==> config.mk <==
export PLATFORM = sky130hd
export DESIGN_NAME = pc_flow_unit_flat
export DESIGN_NICKNAME = d
export VERILOG_FILES = /design/src/rtl/pc_flow_if.sv /design/src/rtl/pc_flow_unit.sv /design/src/flat_wrapper.sv
export SDC_FILE = /design/constraint.sdc
export NUM_CORES = 1
export LEC_CHECK = 0
export ABC_AREA = 1
export ABC_CLOCK_PERIOD_IN_PS = 4800
export CELL_PAD_IN_SITES_DETAIL_PLACEMENT = 2
export CELL_PAD_IN_SITES_GLOBAL_PLACEMENT = 2
export CORE_ASPECT_RATIO = 1.25
export CORE_MARGIN = 2
export CORE_UTILIZATION = 35
export DETAILED_ROUTE_END_ITERATION = 10
export HOLD_SLACK_MARGIN = 0.03
export PLACE_DENSITY_LB_ADDON = 0.15
export SETUP_SLACK_MARGIN = 0.05
export SLEW_MARGIN = 40
export SYNTH_ARGS = -nofsm -noshare
export SYNTH_HDL_FRONTEND = slang
export SYNTH_SLANG_ARGS = --single-unit
==> constraint.sdc <==
create_clock -name clk -period 4.8 [get_ports clk]
set_input_delay 1.44 -clock clk [delete_from_list [all_inputs] [get_ports clk]]
set_output_delay 1.44 -clock clk [all_outputs]
set_load 0.01 [all_outputs]
==> src/rtl/pc_flow_if.sv <==
// Control-flow bundle between the decode/read stage and the PC unit.
// The master drives branch/jump requests; the slave returns PC and RAS status.
interface pc_flow_if #(
  parameter int XLEN      = 19,
  parameter int BIMM_W    = 8,
  parameter int JIMM_W    = 14,
  parameter int RAS_DEPTH = 8
);
  localparam int CNT_W = $clog2(RAS_DEPTH) + 1;

  logic              stall;
  logic [2:0]        cf_op;
  logic [XLEN-1:0]   rs1_data;
  logic [XLEN-1:0]   rs2_data;
  logic [BIMM_W-1:0] bimm;
  logic [JIMM_W-1:0] jimm;

  logic [XLEN-1:0]   pc;
  logic [XLEN-1:0]   pc_next;
  logic              redirect;
  logic [CNT_W-1:0]  ras_count;
  logic              ras_full;
  logic              ras_empty;
  logic              ras_overflow;
  logic              ras_underflow;

  modport master (
    output stall, cf_op, rs1_data, rs2_data, bimm, jimm,
    input  pc, pc_next, redirect, ras_count, ras_full, ras_empty,
           ras_overflow, ras_underflow
  );

  modport slave (
    input  stall, cf_op, rs1_data, rs2_data, bimm, jimm,
    output pc, pc_next, redirect, ras_count, ras_full, ras_empty,
           ras_overflow, ras_underflow
  );
endinterface

==> src/rtl/pc_flow_unit.sv <==
// Program counter and control-flow unit: next-PC selection for branches, jumps,
// calls and returns, with a circular hardware return-address stack.
module pc_flow_unit #(
  parameter int              XLEN      = 19,
  parameter int              BIMM_W    = 8,
  parameter int              JIMM_W    = 14,
  parameter int              RAS_DEPTH = 8,
  parameter logic [XLEN-1:0] RESET_PC  = '0
) (
  input  logic      clk,
  input  logic      rst,
  pc_flow_if.slave  bus
);

  localparam int SP_W  = $clog2(RAS_DEPTH);
  localparam int CNT_W = SP_W + 1;
  localparam logic [CNT_W-1:0] CNT_FULL = CNT_W'(RAS_DEPTH);

  typedef enum logic [2:0] {
    CF_NONE = 3'd0,
    CF_BEQ  = 3'd1,
    CF_BNE  = 3'd2,
    CF_JMP  = 3'd3,
    CF_CALL = 3'd4,
    CF_RET  = 3'd5
  } cf_op_e;

  logic [XLEN-1:0]  pc_q,    pc_d;
  logic [SP_W-1:0]  sp_q,    sp_d;
  logic [CNT_W-1:0] count_q, count_d;
  logic             ovf_q,   ovf_d;
  logic             unf_q,   unf_d;

  logic [XLEN-1:0]  ras_q [RAS_DEPTH];
  logic             ras_we;

  cf_op_e           op;
  logic [XLEN-1:0]  pc_inc;
  logic [XLEN-1:0]  bimm_ext;
  logic [XLEN-1:0]  jimm_ext;
  logic [XLEN-1:0]  ras_top;
  logic             operands_eq;
  logic             ras_is_full;
  logic             ras_is_empty;

  logic [XLEN-1:0]  pc_next_c;
  logic             redirect_c;
  logic             push_c;
  logic             pop_c;
  logic             underflow_c;

  assign op           = cf_op_e'(bus.cf_op);
  assign pc_inc       = pc_q + XLEN'(1);
  assign bimm_ext     = XLEN'($signed(bus.bimm));
  assign jimm_ext     = XLEN'(bus.jimm);
  assign ras_top      = ras_q[sp_q - SP_W'(1)];
  assign operands_eq  = (bus.rs1_data == bus.rs2_data);
  assign ras_is_full  = (count_q == CNT_FULL);
  assign ras_is_empty = (count_q == '0);

  // Next-PC selection; independent of stall so the fetch side can look ahead.
  always_comb begin
    // NOTE: every output gets a default before the case, so no path leaves a latch.
    pc_next_c   = pc_inc;
    redirect_c  = 1'b0;
    push_c      = 1'b0;
    pop_c       = 1'b0;
    underflow_c = 1'b0;
    unique case (op)
      CF_BEQ: begin
        if (operands_eq) begin
          pc_next_c  = pc_q + bimm_ext;
          redirect_c = 1'b1;
        end
      end
      CF_BNE: begin
        if (!operands_eq) begin
          pc_next_c  = pc_q + bimm_ext;
          redirect_c = 1'b1;
        end
      end
      CF_JMP: begin
        pc_next_c  = jimm_ext;
        redirect_c = 1'b1;
      end
      CF_CALL: begin
        pc_next_c  = jimm_ext;
        redirect_c = 1'b1;
        push_c     = 1'b1;
      end
      CF_RET: begin
        if (!ras_is_empty) begin
          pc_next_c  = ras_top;
          redirect_c = 1'b1;
          pop_c      = 1'b1;
        end else begin
          underflow_c = 1'b1;
        end
      end
      default: ;
    endcase
  end

  // Architectural state update; stall freezes everything.
  always_comb begin
    pc_d    = pc_q;
    sp_d    = sp_q;
    count_d = count_q;
    ovf_d   = ovf_q;
    unf_d   = unf_q;
    if (!bus.stall) begin
      pc_d = pc_next_c;
      if (push_c) begin
        sp_d = sp_q + SP_W'(1);
        if (ras_is_full) begin
          ovf_d = 1'b1;
        end else begin
          count_d = count_q + CNT_W'(1);
        end
      end else if (pop_c) begin
        sp_d    = sp_q - SP_W'(1);
        count_d = count_q - CNT_W'(1);
      end
      if (underflow_c) begin
        unf_d = 1'b1;
      end
    end
  end

  // A push on a full stack overwrites the oldest entry, which is exactly slot[sp].
  assign ras_we = push_c && !bus.stall && !rst;

  always_ff @(posedge clk) begin
    // NOTE: sequential state uses non-blocking assignments so all flops update together.
    if (rst) begin
      pc_q    <= RESET_PC;
      sp_q    <= '0;
      count_q <= '0;
      ovf_q   <= 1'b0;
      unf_q   <= 1'b0;
    end else begin
      pc_q    <= pc_d;
      sp_q    <= sp_d;
      count_q <= count_d;
      ovf_q   <= ovf_d;
      unf_q   <= unf_d;
    end
  end

  // NOTE: stack storage is deliberately not reset; count_q gates every read.
  always_ff @(posedge clk) begin
    if (ras_we) begin
      ras_q[sp_q] <= pc_inc;
    end
  end

  assign bus.pc            = pc_q;
  assign bus.pc_next       = pc_next_c;
  assign bus.redirect      = redirect_c;
  assign bus.ras_count     = count_q;
  assign bus.ras_full      = ras_is_full;
  assign bus.ras_empty     = ras_is_empty;
  assign bus.ras_overflow  = ovf_q;
  assign bus.ras_underflow = unf_q;

endmodule
==> src/flat_wrapper.sv <==
// flat-port wrapper written by rule: the top's interface ports become plain ports
module pc_flow_unit_flat 
#(
  parameter int              XLEN      = 19,
  parameter int              BIMM_W    = 8,
  parameter int              JIMM_W    = 14,
  parameter int              RAS_DEPTH = 8,
  parameter logic [XLEN-1:0] RESET_PC  = '0
)
  (clk, rst, bus_stall, bus_cf_op, bus_rs1_data, bus_rs2_data, bus_bimm, bus_jimm, bus_pc, bus_pc_next, bus_redirect, bus_ras_count, bus_ras_full, bus_ras_empty, bus_ras_overflow, bus_ras_underflow);
  pc_flow_if #(.XLEN(XLEN), .BIMM_W(BIMM_W), .JIMM_W(JIMM_W), .RAS_DEPTH(RAS_DEPTH)) bus_i ();
  input  logic clk;
  input  logic rst;
  input wire logic [$bits(bus_i.stall)-1:0] bus_stall;
  input wire logic [$bits(bus_i.cf_op)-1:0] bus_cf_op;
  input wire logic [$bits(bus_i.rs1_data)-1:0] bus_rs1_data;
  input wire logic [$bits(bus_i.rs2_data)-1:0] bus_rs2_data;
  input wire logic [$bits(bus_i.bimm)-1:0] bus_bimm;
  input wire logic [$bits(bus_i.jimm)-1:0] bus_jimm;
  output wire logic [$bits(bus_i.pc)-1:0] bus_pc;
  output wire logic [$bits(bus_i.pc_next)-1:0] bus_pc_next;
  output wire logic [$bits(bus_i.redirect)-1:0] bus_redirect;
  output wire logic [$bits(bus_i.ras_count)-1:0] bus_ras_count;
  output wire logic [$bits(bus_i.ras_full)-1:0] bus_ras_full;
  output wire logic [$bits(bus_i.ras_empty)-1:0] bus_ras_empty;
  output wire logic [$bits(bus_i.ras_overflow)-1:0] bus_ras_overflow;
  output wire logic [$bits(bus_i.ras_underflow)-1:0] bus_ras_underflow;
  assign bus_i.stall = bus_stall;
  assign bus_i.cf_op = bus_cf_op;
  assign bus_i.rs1_data = bus_rs1_data;
  assign bus_i.rs2_data = bus_rs2_data;
  assign bus_i.bimm = bus_bimm;
  assign bus_i.jimm = bus_jimm;
  assign bus_pc = bus_i.pc;
  assign bus_pc_next = bus_i.pc_next;
  assign bus_redirect = bus_i.redirect;
  assign bus_ras_count = bus_i.ras_count;
  assign bus_ras_full = bus_i.ras_full;
  assign bus_ras_empty = bus_i.ras_empty;
  assign bus_ras_overflow = bus_i.ras_overflow;
  assign bus_ras_underflow = bus_i.ras_underflow;
  pc_flow_unit #(.XLEN(XLEN), .BIMM_W(BIMM_W), .JIMM_W(JIMM_W), .RAS_DEPTH(RAS_DEPTH), .RESET_PC(RESET_PC)) u_core (.clk(clk), .rst(rst), .bus(bus_i));
endmodule
# Yosys cells after proc, flatten, opt, wreduce, memory -nomap -nowiden

Memories as Yosys holds them, arrays and structs flattened.
Cells that the tools add are included.

Bits in read-only memories: 0
Memories kept: 1
Logic and storage cells: 51
Output and inout port bits: 47
Bits in latches: 0
RAM bits: 152
Bits of input ports: 66
Register bits after elaboration: 28

Reductions and logical operators: 11
Order comparisons: 0
Div/mod/pow operators: 0
Shift operators: 0
Equality and inequality tests: 8
Muxes and demuxes: 19
Bitwise logic cells: 1
$add $sub $neg: 6
Multipliers: 0

Memories:

| memory       | depth | bits a word | rd ports | clocked after Yosys merged registers in | write ports | RTL line           | text |
|---|---|---|---|---|---|---|---|
| u_core.ras_q | 8     | 19          | 1        | 0                                       | 1           | pc_flow_unit.sv:34 | `logic [XLEN-1:0] ras_q [RAS_DEPTH];` |

Operators by type and width:

| operator                | number |
|---|---|
| $pmux W19 S4            | 1 |
| $mux W19                | 3 |
| $add A19 B1 Y19 const B | 1 |
| $add A19 B19 Y19        | 1 |
| $eq A19 B19 Y1          | 1 |
| $mux W4                 | 3 |
| $mux W1                 | 9 |
| $eq A3 B2 Y1 const B    | 2 |
| $eq A3 B3 Y1 const B    | 2 |
| $mux W3                 | 2 |
| $reduce_and A3 Y1       | 2 |
| $add A4 B1 Y4 const B   | 1 |
| $eq A4 B4 Y1 const B    | 1 |
| $logic_not A4 Y1        | 1 |
| $pmux W1 S4             | 1 |
| $reduce_and A2 Y1       | 2 |
| $sub A4 B1 Y4 const B   | 1 |
| $add A3 B1 Y3 const B   | 1 |
| $eq A3 B1 Y1 const B    | 1 |
| $sub A3 B1 Y3 const B   | 1 |
| $logic_and A1 B1 Y1     | 2 |
| $logic_not A1 Y1        | 2 |
| $ne A2 B2 Y1 const B    | 1 |
| $reduce_bool A2 Y1      | 1 |
| other kinds (2)         | 2 |

# Longest topological paths before layout

Word-level depth: 6
Mapped depth: 16

# Worst setup path before layout

No wires, ideal clock.

Path kind: input-to-output
Start point: input bus_bimm[0]
End point: output bus_pc_next[12]
Stages: 11
Slack: 0.389 ns
Required time: 3.360 ns
Arrival: 2.971 ns
Path through: ha_1 > fa_1 > nand2_1 > nand3_1 > o21ai_0 > inv_1 > nand2_1 > nand3b_1 > or2_2 > nand3_1 > nand3_2

Longest elaborated chain between the ends: 3
Elaborated cells between the ends (all ways): 4
Those cells by class: add/sub (1); mux (3)

RTL lines:

| what                               | RTL line                               | text |
|---|---|---|
| start: declaration                 | flat_wrapper.sv:18                     | `input wire logic [$bits(bus_i.bimm)-1:0] bus_bimm;` |
| $add A19 B19 Y19 (*)               | pc_flow_unit.sv:72, pc_flow_unit.sv:78 |  |
| $mux W19, on equally long branches | pc_flow_unit.sv:77, pc_flow_unit.sv:71 |  |
| $pmux W19 S4 (*)                   | pc_flow_unit.sv:69                     | `unique case (op)` |
| end: declaration                   | flat_wrapper.sv:21                     | `output wire logic [$bits(bus_i.pc_next)-1:0] bus_pc_next;` |

Every way passes the cells marked *; elsewhere a longest branch is shown, timed or not.

# Worst setup path after layout

Start point: input bus_bimm[4]
End point: output bus_pc_next[18]

The elaborated chain is that of the path after synthesis.

==> qor.yml <==
power_and_ir_drop:
  leakage_uw: 0.005599
  power_uw: 4054
  swShare_pct: 30.04
  peakVddDrop_mv: 0.2509
  power_frac_seq_pct: 43.7
  power_density_mw_per_mm2: 302.5
  power_switching_uw: 1218
  p_int_uw: 2836
  p_comb_share_pct: 23.4
  clkPwrFrac_pct: 32.9
min_path:
  hold_path_class: "reg -> reg"
layout:
  fin_nets: 1397
  final_util_pct: 48.77
  final-seq-area_sq_mm: 0.005126
  num_antenna_cells: 0
  stdcell_count: 1668
  mostFrequentLayoutCells: "205 x nand2_1, 152 x edfxtp_1, 114 x buf_4"
  multi_input_area_sq_mm: 0.004638
  drive_above_1_share_pct: 26.56
  fill_cells: 2927
  final_common_cell: "nand2_1"
  area_delta_synth_final_pct: 37.69
clock_network:
  cts_tree: "yes"
  cts_max_level: 4
  cts-hold-fix-buffers: 0
  clockBufferDepth: 2
  cts.sinks: 180
  cts_made_buffers: 17
  cts_root_buffer: "clkbuf_16"
  cts.clk_slew.worst_paths_ns: 0.07
  clk_latency_ns: 0.44
yosys:
  avgSynthCellArea_sq_um: 8.995
  ys_ff_latch: 180
  synthDistinctLibCells: 45
  yosysSeqAreaShare_pct: 52.65
  syn-cell-area_sq_mm: 0.009733
  ys.warnings.count: 0
  syn_nets: 1173
  synth_cells: 1082
timing:
  finalHoldViolations: 0
  setup_violations: 1
  drv_slew: 0
  slew_headroom_pct: 55.40
  clock.fmax_mhz: 206.9
  worst_hold_slack_ns: 0.4814
  setup_slack_ns: -0.03217
  post-route-period-util_pct: 100.7
  tightest_slew_ns: 0.6690
  min_period_ns: 4.832
  rsz0062_at_grt: "yes"
  clock_skew_ns: 0.01529
drt:
  drc_errors: 0
  wl_mm: 39.79
  met1_length_mm: 16.03
  highest_layer: "met4"
  ant_nets: 0
  wl_met3_mm: 1.253
  wl_met2_mm: 21.43
  drtPass1Iterations: 4
  detail_route.wl_per_cell_um: 23.86
  vias_per_cell: 5.392
  drtIter0Drc: 420
  dr_total_vias: 8994
grt:
  grt_pass1_wl_mm: 59.24
  overflow: 0
  grtUsageTotal_pct: 26.80
  grt_pass1_vias: 10030
  grt_max_degree: 79
  antenna_found_initial: 0
setup_path:
  end_kind: "primary output"
  startpoint_type: "primary input"
  critPathKind: "in -> out"
  critical_path_arrival_ns: 3.39
  crit_fanout: 4
  required_ns: 3.36
die:
  std_cell_rows: 68
  top_level_ports: 113
  core_sq_mm: 0.02748
  die_area_sq_mm: 0.02917
  start_util_pct: 35.42
  die_width_um: 153.2
  die_h_um: 190.4
place:
  pre_cts_ws_ns: -0.9050
  port_buffers: 112
  globalplace.congestion: 0.8607
  hpwl_mm: 26.10
  post-place-cells: 1608
run:
  drv_cap: 0
run_status:
  status: "finished, violations left"
  violations: "negative setup slack"
## worst max-delay path: stages
cell and delay, ns:
dlygate4sd2_1 0.26, ha_4 0.26, nand2_2 0.08, inv_1 0.07
buf_4 0.14, nand2_1 0.07, nand2_1 0.08, nand2_1 0.11
nand3_2 0.13, nand2_2 0.13, nand2_1 0.07, nand2_1 0.10
nand3_1 0.11, nand3_2 0.10, nand2_2 0.06, inv_1 0.05
buf_2 0.12
## worst paths after layout
kind | from | to | slack [ns] | cells after the start
hold / removal | u_core.bus.ras_overflow | u_core.bus.ras_overflow | 0.48 | 2
setup reg to reg | u_core.bus.pc[2] | u_core.bus.pc[15] | 2.02 | 13
hold reg to reg | u_core.bus.ras_overflow | u_core.bus.ras_overflow | 0.48 | 2
setup / recovery | bus_bimm[4] | bus_pc_next[18] | -0.03 | 17
## cell type report
class                   count  area share (%)
clock buffers              18           3.202
clock inverters            13          0.8029
inverters                 118           3.482
multi-input cells         746           34.61
flip-flops and latches    180           38.25
well taps                 350           3.268
repair buffers            243           16.39
## what timing repair did
item,in CTS,in global routing
setup buffers,19,7
endpoints found under the setup margin,20,20
gates cloned,1,2
pin swaps,46,41
gates resized for setup,220,65
## synth_stat cells, drive strengths merged
| cell type | n | share of area (%) |
|---|---|---|
| ha | 23 | 3.0 |
| o211ai | 3 | 0.23 |
| xnor2 | 14 | 1.3 |
| a211oi | 2 | 0.15 |
| mux2i | 4 | 0.41 |
| a31oi | 1 | 0.064 |
| nand4 | 9 | 0.58 |
| dfxtp | 28 | 5.8 |
| a21oi | 52 | 2.7 |
| o21bai | 3 | 0.23 |
| and2 | 1 | 0.064 |
| o221ai | 17 | 1.5 |
| nor2 | 128 | 5.6 |
| or2 | 7 | 0.45 |
| a21boi | 1 | 0.077 |
| fa | 2 | 0.41 |
| edfxtp | 152 | 47 |
| nor3 | 14 | 0.94 |
| nand3b | 7 | 0.54 |
| a21o | 2 | 0.15 |
| buf | 18 | 1.2 |
| nand3 | 124 | 7.4 |
| nor4 | 1 | 0.064 |
| clkbuf | 21 | 0.81 |
| o22ai | 3 | 0.19 |
| xor2 | 15 | 1.5 |
| inv | 118 | 4.6 |
| o21ai | 78 | 4.1 |
| nand2 | 234 | 9.2 |
## power groups by stage
stage          clock [uW]  combinational [uW]  sequential [uW]
6_report             1330                 950             1770
5_1_grt              1400                1020             1770
3_5_place_dp            0                 823             1800
4_1_cts              1340                 892             1770
3_3_place_gp            0                 790             1800
2_1_floorplan           0                 395             1790
## layer usage
layer,track usage [%],vias up
met3,3.500,76
met4,9.509,0
met1,31.34,4585
li1,-,4124
met5,0,-
met2,50.09,209
## logic make-up (layout without fill, tap and decap cells)
kind of cell,after synthesis,count (layout),synth area share (%)
and+or+nand+nor,525,526,24.78
DFF,180,180,52.65
AOI/OAI and AO/OA,162,162,9.436
buffers and inverters,157,392,6.582
xor gates and xnor gates,29,29,2.764
adders and majority gates,25,25,3.368
muxes,4,4,0.4114
## flip-flops by register name, summed over array words and instances, names as in the netlist
name,cells
u_core.sp_q,3
u_core.bus.ras_count,4
u_core.bus.pc,19
u_core.ras_q,152
u_core.bus.ras_underflow,1
u_core.bus.ras_overflow,1
## per-stage QoR
step | cell area (sq um) | setup TNS, ns
final | 13400 | -0.03217
after global routing | 13400 | -0.2021
after detailed placement | 11990 | -12.11
after global placement | 11990 | -10.96
after CTS | 13090 | 0
after floorplan | 9733 | 0
Power figures use the tool's default switching activity.
